`config.mk`:
```
export PLATFORM = sky130hd
export DESIGN_NAME = seg_timer_mux
export DESIGN_NICKNAME = d
export VERILOG_FILES = /design/src/rtl/seg_timer_pkg.sv /design/src/rtl/seg7_scan.sv /design/src/rtl/seg_timer_mux.sv
export SDC_FILE = /design/constraint.sdc
export NUM_CORES = 1
export LEC_CHECK = 0
export CORE_MARGIN = 3
export CORE_UTILIZATION = 50
export CTS_CLUSTER_DIAMETER = 40
export DETAILED_ROUTE_END_ITERATION = 8
export PLACE_DENSITY = 0.78
export SLEW_MARGIN = 20
export SYNTH_ARGS = -nofsm -noshare
export SYNTH_HDL_FRONTEND = slang
export SYNTH_SLANG_ARGS = --single-unit
export TNS_END_PERCENT = 100
```
`constraint.sdc`:
```
create_clock -name wb_clk_i -period 2.02 [get_ports wb_clk_i]
set_clock_uncertainty 0.05 [all_clocks]
set_input_delay 0.606 -clock wb_clk_i [delete_from_list [all_inputs] [get_ports wb_clk_i]]
set_output_delay 0.606 -clock wb_clk_i [all_outputs]
set_load 0.01 [all_outputs]
```
`src/rtl/seg_timer_pkg.sv`:
```
// Shared types and constants for the segment stopwatch/countdown.
// FSM state encoding, seven-segment glyph constants and the nibble decoder.
// No logic of its own; imported by seg7_scan and seg_timer_mux.
package seg_timer_pkg;

    typedef enum logic [1:0] {
        ST_IDLE  = 2'd0,
        ST_RUN   = 2'd1,
        ST_PAUSE = 2'd2
    } state_t;

    // Segment order {g,f,e,d,c,b,a}, active-high
    localparam logic [6:0] SEG_0     = 7'h3F;
    localparam logic [6:0] SEG_1     = 7'h06;
    localparam logic [6:0] SEG_2     = 7'h5B;
    localparam logic [6:0] SEG_3     = 7'h4F;
    localparam logic [6:0] SEG_4     = 7'h66;
    localparam logic [6:0] SEG_5     = 7'h6D;
    localparam logic [6:0] SEG_6     = 7'h7D;
    localparam logic [6:0] SEG_7     = 7'h07;
    localparam logic [6:0] SEG_8     = 7'h7F;
    localparam logic [6:0] SEG_9     = 7'h6F;
    localparam logic [6:0] SEG_BLANK = 7'h00;

    // BCD nibble to active-high segments; anything above 9 shows nothing
    function automatic logic [6:0] seg7_decode(input logic [3:0] nib);
        logic [6:0] seg;
        case (nib)
            4'd0:    seg = SEG_0;
            4'd1:    seg = SEG_1;
            4'd2:    seg = SEG_2;
            4'd3:    seg = SEG_3;
            4'd4:    seg = SEG_4;
            4'd5:    seg = SEG_5;
            4'd6:    seg = SEG_6;
            4'd7:    seg = SEG_7;
            4'd8:    seg = SEG_8;
            4'd9:    seg = SEG_9;
            default: seg = SEG_BLANK;
        endcase
        return seg;
    endfunction

endpackage

```
`src/rtl/seg7_scan.sv`:
```
// Multiplexed 7-segment scanner: steps one digit per scan slot and drives segments/enables.
// Latency: outputs registered one cycle from (scan index, display value).
// No backpressure; free-running from reset release.
module seg7_scan
    import seg_timer_pkg::*;
#(
    parameter int NUM_DIGITS  = 4,
    parameter int SCAN_DIV    = 10_000,
    parameter int SEG_ACT_LOW = 0,
    parameter int DIG_ACT_LOW = 0,
    parameter int LZ_BLANK    = 1
) (
    input  logic                    clk,
    input  logic                    rst_n,
    input  logic [4*NUM_DIGITS-1:0] disp,
    output logic [6:0]              seven_seg,
    output logic [NUM_DIGITS-1:0]   digit_en
);

    localparam int IDX_W  = (NUM_DIGITS > 1) ? $clog2(NUM_DIGITS) : 1;
    localparam int SLOT_W = (SCAN_DIV > 1) ? $clog2(SCAN_DIV) : 1;
    localparam logic [IDX_W-1:0]      IDX_LAST  = IDX_W'(NUM_DIGITS - 1);
    localparam logic [SLOT_W-1:0]     SLOT_LAST = SLOT_W'(SCAN_DIV - 1);
    // Polarity masks are folded in only at the output registers
    localparam logic [6:0]            SEG_XOR   = (SEG_ACT_LOW != 0) ? 7'h7F : 7'h00;
    localparam logic [NUM_DIGITS-1:0] DIG_XOR   = {NUM_DIGITS{(DIG_ACT_LOW != 0)}};

    logic [SLOT_W-1:0]     slot;
    logic [IDX_W-1:0]      idx;
    logic [3:0]            nib;
    logic                  upper_zero;
    logic                  blank;
    logic [6:0]            seg_raw;
    logic [NUM_DIGITS-1:0] dig_raw;

    // Slot timer; the digit index advances when a slot expires
    always_ff @(posedge clk or negedge rst_n) begin
        if (!rst_n) begin
            slot <= '0;
            idx  <= '0;
        end else if (slot == SLOT_LAST) begin
            slot <= '0;
            idx  <= (idx == IDX_LAST) ? '0 : idx + 1'b1;
        end else begin
            slot <= slot + 1'b1;
        end
    end

    // Select the current digit and decide leading-zero blanking
    always_comb begin
        nib        = 4'd0;
        upper_zero = 1'b1;
        dig_raw    = '0;
        for (int k = 0; k < NUM_DIGITS; k++) begin
            if (k >= int'(idx) && disp[4*k +: 4] != 4'd0) upper_zero = 1'b0;
            if (k == int'(idx)) begin
                nib        = disp[4*k +: 4];
                dig_raw[k] = 1'b1;
            end
        end
        // Digit 0 always shows, so a zero count still reads "0"
        blank   = (LZ_BLANK != 0) && (idx != '0) && upper_zero;
        seg_raw = blank ? SEG_BLANK : seg7_decode(nib);
    end

    // Output registers with polarity applied; reset leaves everything dark
    always_ff @(posedge clk or negedge rst_n) begin
        if (!rst_n) begin
            seven_seg <= SEG_XOR;
            digit_en  <= DIG_XOR;
        end else begin
            seven_seg <= seg_raw ^ SEG_XOR;
            digit_en  <= dig_raw ^ DIG_XOR;
        end
    end

endmodule

```
`src/rtl/seg_timer_mux.sv`:
```
// BCD stopwatch/countdown with run/pause/clear, display hold and scanned 7-segment output.
// Latency: button action on the 3rd clock edge after the pin rises; count/running one cycle after event.
// No backpressure; pad inputs are sampled every cycle, display free-runs.
module seg_timer_mux
    import seg_timer_pkg::*;
#(
    parameter int NUM_DIGITS  = 4,
    parameter int TICK_DIV    = 10_000_000,
    parameter int SCAN_DIV    = 10_000,
    parameter int SEG_ACT_LOW = 0,
    parameter int DIG_ACT_LOW = 0,
    parameter int LZ_BLANK    = 1
) (
    input  logic                    wb_clk_i,
    input  logic                    wb_rst_ni,
    input  logic                    start_i,
    input  logic                    stop_i,
    input  logic                    clear_i,
    input  logic                    dir_i,
    input  logic                    hold_i,
    output logic [6:0]              seven_seg,
    output logic [NUM_DIGITS-1:0]   digit_en,
    output logic [4*NUM_DIGITS-1:0] count_o,
    output logic                    running_o,
    output logic                    wrap_o
);

    localparam int PRE_W = $clog2(TICK_DIV);
    localparam logic [PRE_W-1:0] PRE_LAST = PRE_W'(TICK_DIV - 1);

    // pin vector order {hold, dir, clear, stop, start}
    logic [4:0] pin_s1;
    logic [4:0] pin_s2;
    logic [2:0] btn_prev;
    logic [2:0] btn_rise;
    logic       start_ev;
    logic       stop_ev;
    logic       clear_ev;
    logic       dir_s;
    logic       hold_s;

    state_t                  state;
    logic [PRE_W-1:0]        presc;
    logic [4*NUM_DIGITS-1:0] count_q;
    logic [4*NUM_DIGITS-1:0] disp_latch;
    logic                    running_q;
    logic                    wrap_q;

    logic [4*NUM_DIGITS-1:0] cnt_inc;
    logic [4*NUM_DIGITS-1:0] cnt_dec;
    logic                    carry;
    logic                    borrow;

    // Two-flop synchronisers for all pads, plus previous value for button edges
    always_ff @(posedge wb_clk_i or negedge wb_rst_ni) begin
        if (!wb_rst_ni) begin
            pin_s1   <= '0;
            pin_s2   <= '0;
            btn_prev <= '0;
        end else begin
            pin_s1   <= {hold_i, dir_i, clear_i, stop_i, start_i};
            pin_s2   <= pin_s1;
            btn_prev <= pin_s2[2:0];
        end
    end

    assign btn_rise = pin_s2[2:0] & ~btn_prev;
    assign start_ev = btn_rise[0];
    assign stop_ev  = btn_rise[1];
    assign clear_ev = btn_rise[2];
    assign dir_s    = pin_s2[3];
    assign hold_s   = pin_s2[4];

    // Next count values for both directions; final carry/borrow flags the wrap
    always_comb begin
        cnt_inc = count_q;
        cnt_dec = count_q;
        carry   = 1'b1;
        borrow  = 1'b1;
        for (int k = 0; k < NUM_DIGITS; k++) begin
            if (carry) begin
                if (cnt_inc[4*k +: 4] == 4'd9) begin
                    cnt_inc[4*k +: 4] = 4'd0;
                end else begin
                    cnt_inc[4*k +: 4] = cnt_inc[4*k +: 4] + 4'd1;
                    carry = 1'b0;
                end
            end
            if (borrow) begin
                if (cnt_dec[4*k +: 4] == 4'd0) begin
                    cnt_dec[4*k +: 4] = 4'd9;
                end else begin
                    cnt_dec[4*k +: 4] = cnt_dec[4*k +: 4] - 4'd1;
                    borrow = 1'b0;
                end
            end
        end
    end

    // Control FSM with prescaler and counter; stop freezes the prescaler mid-period
    always_ff @(posedge wb_clk_i or negedge wb_rst_ni) begin
        if (!wb_rst_ni) begin
            state     <= ST_IDLE;
            presc     <= '0;
            count_q   <= '0;
            running_q <= 1'b0;
            wrap_q    <= 1'b0;
        end else begin
            wrap_q <= 1'b0;
            if (clear_ev) begin
                state     <= ST_IDLE;
                presc     <= '0;
                count_q   <= '0;
                running_q <= 1'b0;
            end else if (stop_ev && state == ST_RUN) begin
                state     <= ST_PAUSE;
                running_q <= 1'b0;
            end else if (start_ev && state != ST_RUN) begin
                if (state == ST_IDLE) presc <= '0;
                state     <= ST_RUN;
                running_q <= 1'b1;
            end else if (state == ST_RUN) begin
                if (presc == PRE_LAST) begin
                    presc   <= '0;
                    count_q <= dir_s ? cnt_dec : cnt_inc;
                    wrap_q  <= dir_s ? borrow : carry;
                end else begin
                    presc <= presc + 1'b1;
                end
            end
        end
    end

    // Display latch follows the count unless the user is holding the reading
    always_ff @(posedge wb_clk_i or negedge wb_rst_ni) begin
        if (!wb_rst_ni) begin
            disp_latch <= '0;
        end else if (!hold_s) begin
            disp_latch <= count_q;
        end
    end

    assign count_o   = count_q;
    assign running_o = running_q;
    assign wrap_o    = wrap_q;

    seg7_scan #(
        .NUM_DIGITS  (NUM_DIGITS),
        .SCAN_DIV    (SCAN_DIV),
        .SEG_ACT_LOW (SEG_ACT_LOW),
        .DIG_ACT_LOW (DIG_ACT_LOW),
        .LZ_BLANK    (LZ_BLANK)
    ) u_scan (
        .clk       (wb_clk_i),
        .rst_n     (wb_rst_ni),
        .disp      (disp_latch),
        .seven_seg (seven_seg),
        .digit_en  (digit_en)
    );

endmodule

```
### Word-level counts from Yosys, hierarchy flattened

Memories as Yosys holds them, arrays and structs flattened.
Cells that the tools add are included.

* bits in registers: 100
* ROM bits: 112
* input bits: 7
* output and inout bits: 29
* memories kept: 1

Memory list
* (no name shown): words 16, width 7, read ports 1, clocked after memory_dff 0, write ports 0, RTL line seg_timer_pkg.sv:28 `case (nib)`

* add/subtract/negate cells: 11
* magnitude comparators: 3
* equal/unequal tests: 18
* multiplexer cells: 67
* bitwise operators: 2
* reduce and logical (&&, ||, !) cells: 29

Operators with widths (count)
* two-way mux 24 bit: 6
* two-way mux 16 bit: 6
* two-way mux 4 bit: 18
* two-way mux 1 bit: 31
* adder 24 x 1 -> 24 bit, second input constant: 1
* == test 24 bit, second input constant: 1
* AND reduction 6 bit: 3
* adder 4 x 1 -> 4 bit, second input constant: 4
* == test 4 bit, second input constant: 4
* zero test 4 bit: 4
* nonzero test 4 bit: 4
* subtractor 4 x 1 -> 4 bit, second input constant: 4
* nonzero test 3 bit: 5
* adder 14 x 1 -> 14 bit, second input constant: 1
* == test 14 bit, second input constant: 1
* two-way mux 14 bit: 1
* inequality test 3 x 1 -> 1 bit, second input constant: 3
* two-way mux 2 bit: 4
* two-way mux 7 bit: 1
* logical AND 1 bit: 6
* nonzero test 2 bit: 3
* == test 2 bit, first input constant: 2
* >= comparator 1 x 2 -> 1 bit, first input constant: 2
* zero test 2 bit: 2
* other kinds (12): 13

### Logic depth before layout (Yosys ltp)

* word-level depth: 11
* mapped depth: 12

### Modules after synthesis

A second synthesis with hierarchy kept.

* cells, all modules: 543
* area, all modules: 5333.9 sq um

Modules (own cells, without submodules)
* seg_timer_mux: instances 1, cells each 406, area an instance 3877.5 sq um, seq. area each 1801.7 sq um
* seg7_scan: instances 1, cells each 137, area an instance 1456.4 sq um, seq. area each 675.6 sq um

### Worst setup path after synthesis

OpenSTA, ideal clock, no wires.

* kind: reg-to-reg
* from: register u_scan.idx[0]
* to: register u_scan.seven_seg[6]
* library setup time: 0.078 ns
* arrival time: 1.989 ns
* data required time: 1.892 ns
* setup slack: -0.097 ns
* cell stages (with the launch flop): 12
* buffers on the path: 1
* period minus slack after synthesis: 2.117 ns
* cell sequence: dfrtp_1 ha_1 clkbuf_1 a211oi_1 o21ai_0 nand2_1 inv_1 ha_1 inv_1 nand2_1 or2_2 a21oi_1

* word-level cells in the longest chain between the ends: 8
* elaborated cells on any way between the ends: 22

Ends and longest elaborated chain
* from (decl): RTL line seg7_scan.sv:29 `logic [IDX_W-1:0] idx;`
* from (signal assigned): RTL line seg7_scan.sv:43 `idx <= (idx == IDX_LAST) ? '0 : idx + 1'b1;`
* parallel branches: the longest is 7 deep, another holds memory read (16 x 7 bit)
* two-way mux 7 bit (*): RTL line seg7_scan.sv:63 `seg_raw = blank ? SEG_BLANK : seg7_decode(nib);`
* via u_scan.seg_raw[6]: RTL line seg7_scan.sv:33 `logic [6:0] seg_raw;`
* to (signal assigned): RTL line seg7_scan.sv:72 `seven_seg <= seg_raw ^ SEG_XOR;`
* to (decl): RTL line seg7_scan.sv:16 `output logic [6:0] seven_seg,`

Mark *: on every way through the listed nets, which the timed path passes.
A chain may end at the register's enable or synchronous reset.

### Worst setup path after layout

* from: register u_scan.idx[0]
* to: register u_scan.seven_seg[3]

Same word-level chain as after synthesis.

==> run summary <==
The flow ran to the end, but the final reports show violations. The final reports fail on setup timing. The number of cell rows came out at 36. The die area is 0.0118 mm2.

The worst voltage drop across the vdd grid is 0.502 mV. Dividing the final minimum period by the clock period gives 1.05. The total wirelength of the detailed-routed design came out at 13.6 mm.

The count of pins over their slew limit is 0. 0 antenna diodes ended up in the layout. Measured in cells, the most critical reg-to-reg path has a length of 10. The netlist area before placement came out at 0.00525 mm2. The layout overhead on the synthesized area is 33.2%. The setup path with the least slack is of type register to register. The sequential fraction of the synthesis area is 0.472. After detailed routing, the number of vias per cell comes to 5.90. Clock latency on the worst-skew pair, taken at its later pin, is 0.38 ns. The number of DRC markers after the initial detailed-route iteration is 300. After synthesis, the cell types taking the most area are dfrtp_1, nor2_1, xnor2_1. The remaining max-slew budget at the tightest pin came out at 0.621. The maximum number of pins on one net before global-route repair came out at 41.

The area inside the core boundary came out at 0.0100 mm2. The worst reg-to-reg setup slack is -0.09 ns. The horizontal die dimension came out at 108 um. When the netlist entered floorplanning its net count stood at 571. The average instance in the mapped netlist occupies 9.50 um2. The maximum clock frequency is 474 MHz. The clock input transition at the sequential cells of the worst setup and hold paths is 0.09 ns.

By instance count, the leading cell after synthesis is dfrtp_1. For this run, the leading register cell type out of synthesis is dfrtp_1. In this run the static leakage power is 3.08 nW. In this run, synthesis inferred 0 flip-flops with an integrated enable. The tightest min-delay check is of the input pin to asynchronous set/reset pin type. The routed via count came out at 4700. The power density relative to cell area came out at 578 mW/mm2. The multi-input combinational cells in the finished layout cover a total of 0.00289 mm2. After clock tree synthesis, the flow added hold-fix buffers numbering 0. Once placement finished, the instance area stood at 0.00624 mm2. After legalization and detailed placement, the total HPWL measured 8.85 mm. The cell chosen for the clock root is clkbuf_8. The length of the first detailed-routing pass in iterations came out at 5. The proportion of layout cells with a drive suffix above 1 came out at 0.287. The number of distinct library cells after synthesis is 62. Of the post-synthesis cell area, the dominant cell type holds 0.472. The required arrival time at the worst endpoint came out at 2.22 ns. The initial antenna violation count is 0. Once detail routing completed, the nets flagged for antenna violations numbered 0. The post-route cell area came out at 0.00698 mm2. The tool flagged a number of max-cap violations equal to 0.

In the final design database the tool counted 678 nets. The number of global-route vias before repair was 4603. The worst setup margin came out at -0.0911 ns. The first global-routing pass estimated 21.6 mm of wire. The synthesized flop and latch total came out at 99.

The synthesized instance count is 552. The number of input and output port buffers inserted is 35. The final count of negative-setup-slack endpoints came out at 6. The peak fanout along the critical path is 6. The global-route usage over all layers came out at 0.232. The largest total area in the synthesized netlist belongs to dfrtp_1. For this configuration, the core starts out at a cell density of 0.525. The total DRC errors in the routed layout is 0. The count of final hold-check violations is 0. The H-tree generated during clock tree synthesis spans 3 levels.

The final weighted congestion of routability-driven global placement came out at 0.891. The time the worst path needs with I/O delays and setup is 2.11 ns. The clock sink total is 99. The number of ports placed on the die boundary is 36. The count of warnings emitted by yosys came out at 0. Setup repair after global routing could not meet its margin everywhere. Counting instances in the post-synthesis netlist gives the leading cell types as dfrtp_1, nor2_1, nand2_1, o21ai_0. Data arrives at the worst endpoint at 2.31 ns. The clock tree from TritonCTS is built.

The die span in y is 108 um. The worst setup path is launched from a register. The share of synthesized registers carrying an async set or reset came out at 1.00. Setup total negative slack on the finished layout was measured at -0.326 ns.

Fill cells in the final layout number 732. The origin of the critical flop-to-flop path is u_scan.idx[0]. The per-cell routed wire length came out at 17.1 um. The transition time of the tightest slew-check pin is 0.568 ns. The capture instance of the worst register-to-register path is u_scan.seven_seg[3]. The number of buffers created by CTS is 9.

STA classifies the critical path endpoint as a register. The total overflow left after global routing is 0. The number of buffers between clock root and the deepest sink is 2.

The area used by sequential logic in the layout is 0.00249 mm2.
==> cell families (layout without fill, tap and decap cells) <==
group,after synthesis,count (layout),share of synthesized area
XOR/XNOR,32,32,0.0534
buffers and inverters,53,164,0.0394
adder cells (fa/ha/maj),12,12,0.0286
AND/OR/NAND/NOR,220,220,0.224
AO/OA/AOI/OAI,119,119,0.147
flip-flops,99,99,0.472
multiplexers,17,17,0.0355
==> per-stage QoR <==
step | power, mW | cells | hold slack (ns) | setup slack (ns) | utilization
6_report | 4.03 | 796 | 0.118 | -0.0911 | 0.698
4_1_cts | 4.04 | 785 | 0.123 | -0.0914 | 0.666
3_5_place_dp | 2.51 | 761 | 0.286 | -0.198 | 0.624
3_3_place_gp | 2.49 | 761 | 0.285 | -0.0760 | 0.624
5_1_grt | 4.22 | 796 | 0.130 | -0.201 | 0.698
2_1_floorplan | 2.30 | 552 | 0.260 | -0.0773 | -
==> where the power goes <==
part | switching [mW] | total (mW) | internal (mW)
registers | 0.0405 | 2.08 | 2.04
logic | 0.244 | 0.440 | 0.196
clock network | 0.666 | 1.52 | 0.852
total | 0.951 | 4.03 | 3.08
==> worst max path at each step <==
stage | startpoint | endpoint | slack [ns] | cells after the start
after floorplan | u_scan.idx[1] | u_scan.seven_seg[6] | -0.08 | 11
after global placement | u_scan.idx[1] | u_scan.seven_seg[6] | -0.08 | 10
after detailed placement | u_scan.idx[1] | u_scan.seven_seg[6] | -0.20 | 10
after CTS | presc[1] | count_o[7] | -0.09 | 6
after global routing | u_scan.idx[0] | u_scan.seven_seg[3] | -0.20 | 10
final | u_scan.idx[0] | u_scan.seven_seg[3] | -0.09 | 10
==> cell type report <==
class,instances,share of cell area
multi-input combinational,400,0.413
sequential,99,0.357
inverter,19,0.0106
tap,133,0.0238
clock buffer,11,0.0202
clock inverter,4,0.0142
timing repair buffer,130,0.161
==> registers in the layout, indices dropped and copies added (netlist names), 2 cells and up <==
| register | flops |
|---|---|
| btn_prev | 3 |
| count_o | 16 |
| disp_latch | 16 |
| pin_s1 | 5 |
| pin_s2 | 5 |
| presc | 24 |
| state | 2 |
| u_scan.digit_en | 4 |
| u_scan.idx | 2 |
| u_scan.seven_seg | 7 |
| u_scan.slot | 14 |
==> what timing repair did <==
action / in CTS / in global routing
buffers inserted: 9 / 10
endpoints found under the setup margin: 52 / 47
pin swaps: 11 / 24
gates resized for setup: 39 / 55
gates cloned: 0 / 1
==> worst max-delay path, stage by stage, from the launching register on <==
cell and delay [ns]:
dfrtp_2 0.48, inv_2 0.13, buf_6 0.12, ha_4 0.16
nand2_1 0.07, o21ai_2 0.19, nand2_2 0.15, buf_4 0.18
ha_4 0.21, mux2i_1 0.16, a21oi_1 0.09
==> cells in the final DEF, fill, tap and decap left out, types with 4 or more instances in the layout <==
cell | synthesis | final
dfrtp_1 | 99 | 87
buf_4 | 0 | 85
nor2_1 | 49 | 48
nand2_1 | 41 | 40
nand3_1 | 28 | 27
o21ai_0 | 34 | 27
clkdlybuf4s50_1 | 0 | 27
xnor2_1 | 20 | 20
a21oi_1 | 25 | 20
nor3_1 | 19 | 18
inv_1 | 19 | 14
mux2_2 | 13 | 13
xor2_1 | 12 | 12
dfrtp_2 | 0 | 12
nor4_1 | 13 | 11
clkbuf_8 | 0 | 10
nand4_1 | 9 | 9
nand2b_1 | 9 | 8
ha_4 | 0 | 8
buf_6 | 0 | 8
nor2b_1 | 8 | 7
nand3b_1 | 6 | 6
o22ai_1 | 7 | 6
dlygate4sd2_1 | 0 | 6
and3_1 | 6 | 5
and2_1 | 5 | 5
a21oi_2 | 0 | 5
o21ai_1 | 1 | 5
a22o_1 | 5 | 5
a21o_1 | 5 | 5
inv_2 | 0 | 4
nor3b_1 | 5 | 4
mux2i_1 | 4 | 4
and4_1 | 4 | 4
==> per-layer routing <==
metal / part of all wire / up-vias / global-route usage
li1: - / 2200 / -
met1: 0.41 / 2313 / 0.292
met2: 0.52 / 156 / 0.401
met5: 0 / - / 0
met3: 0.047 / 31 / 0.0478
met4: 0.019 / 0 / 0.0703
Power figures use the tool's default switching activity.
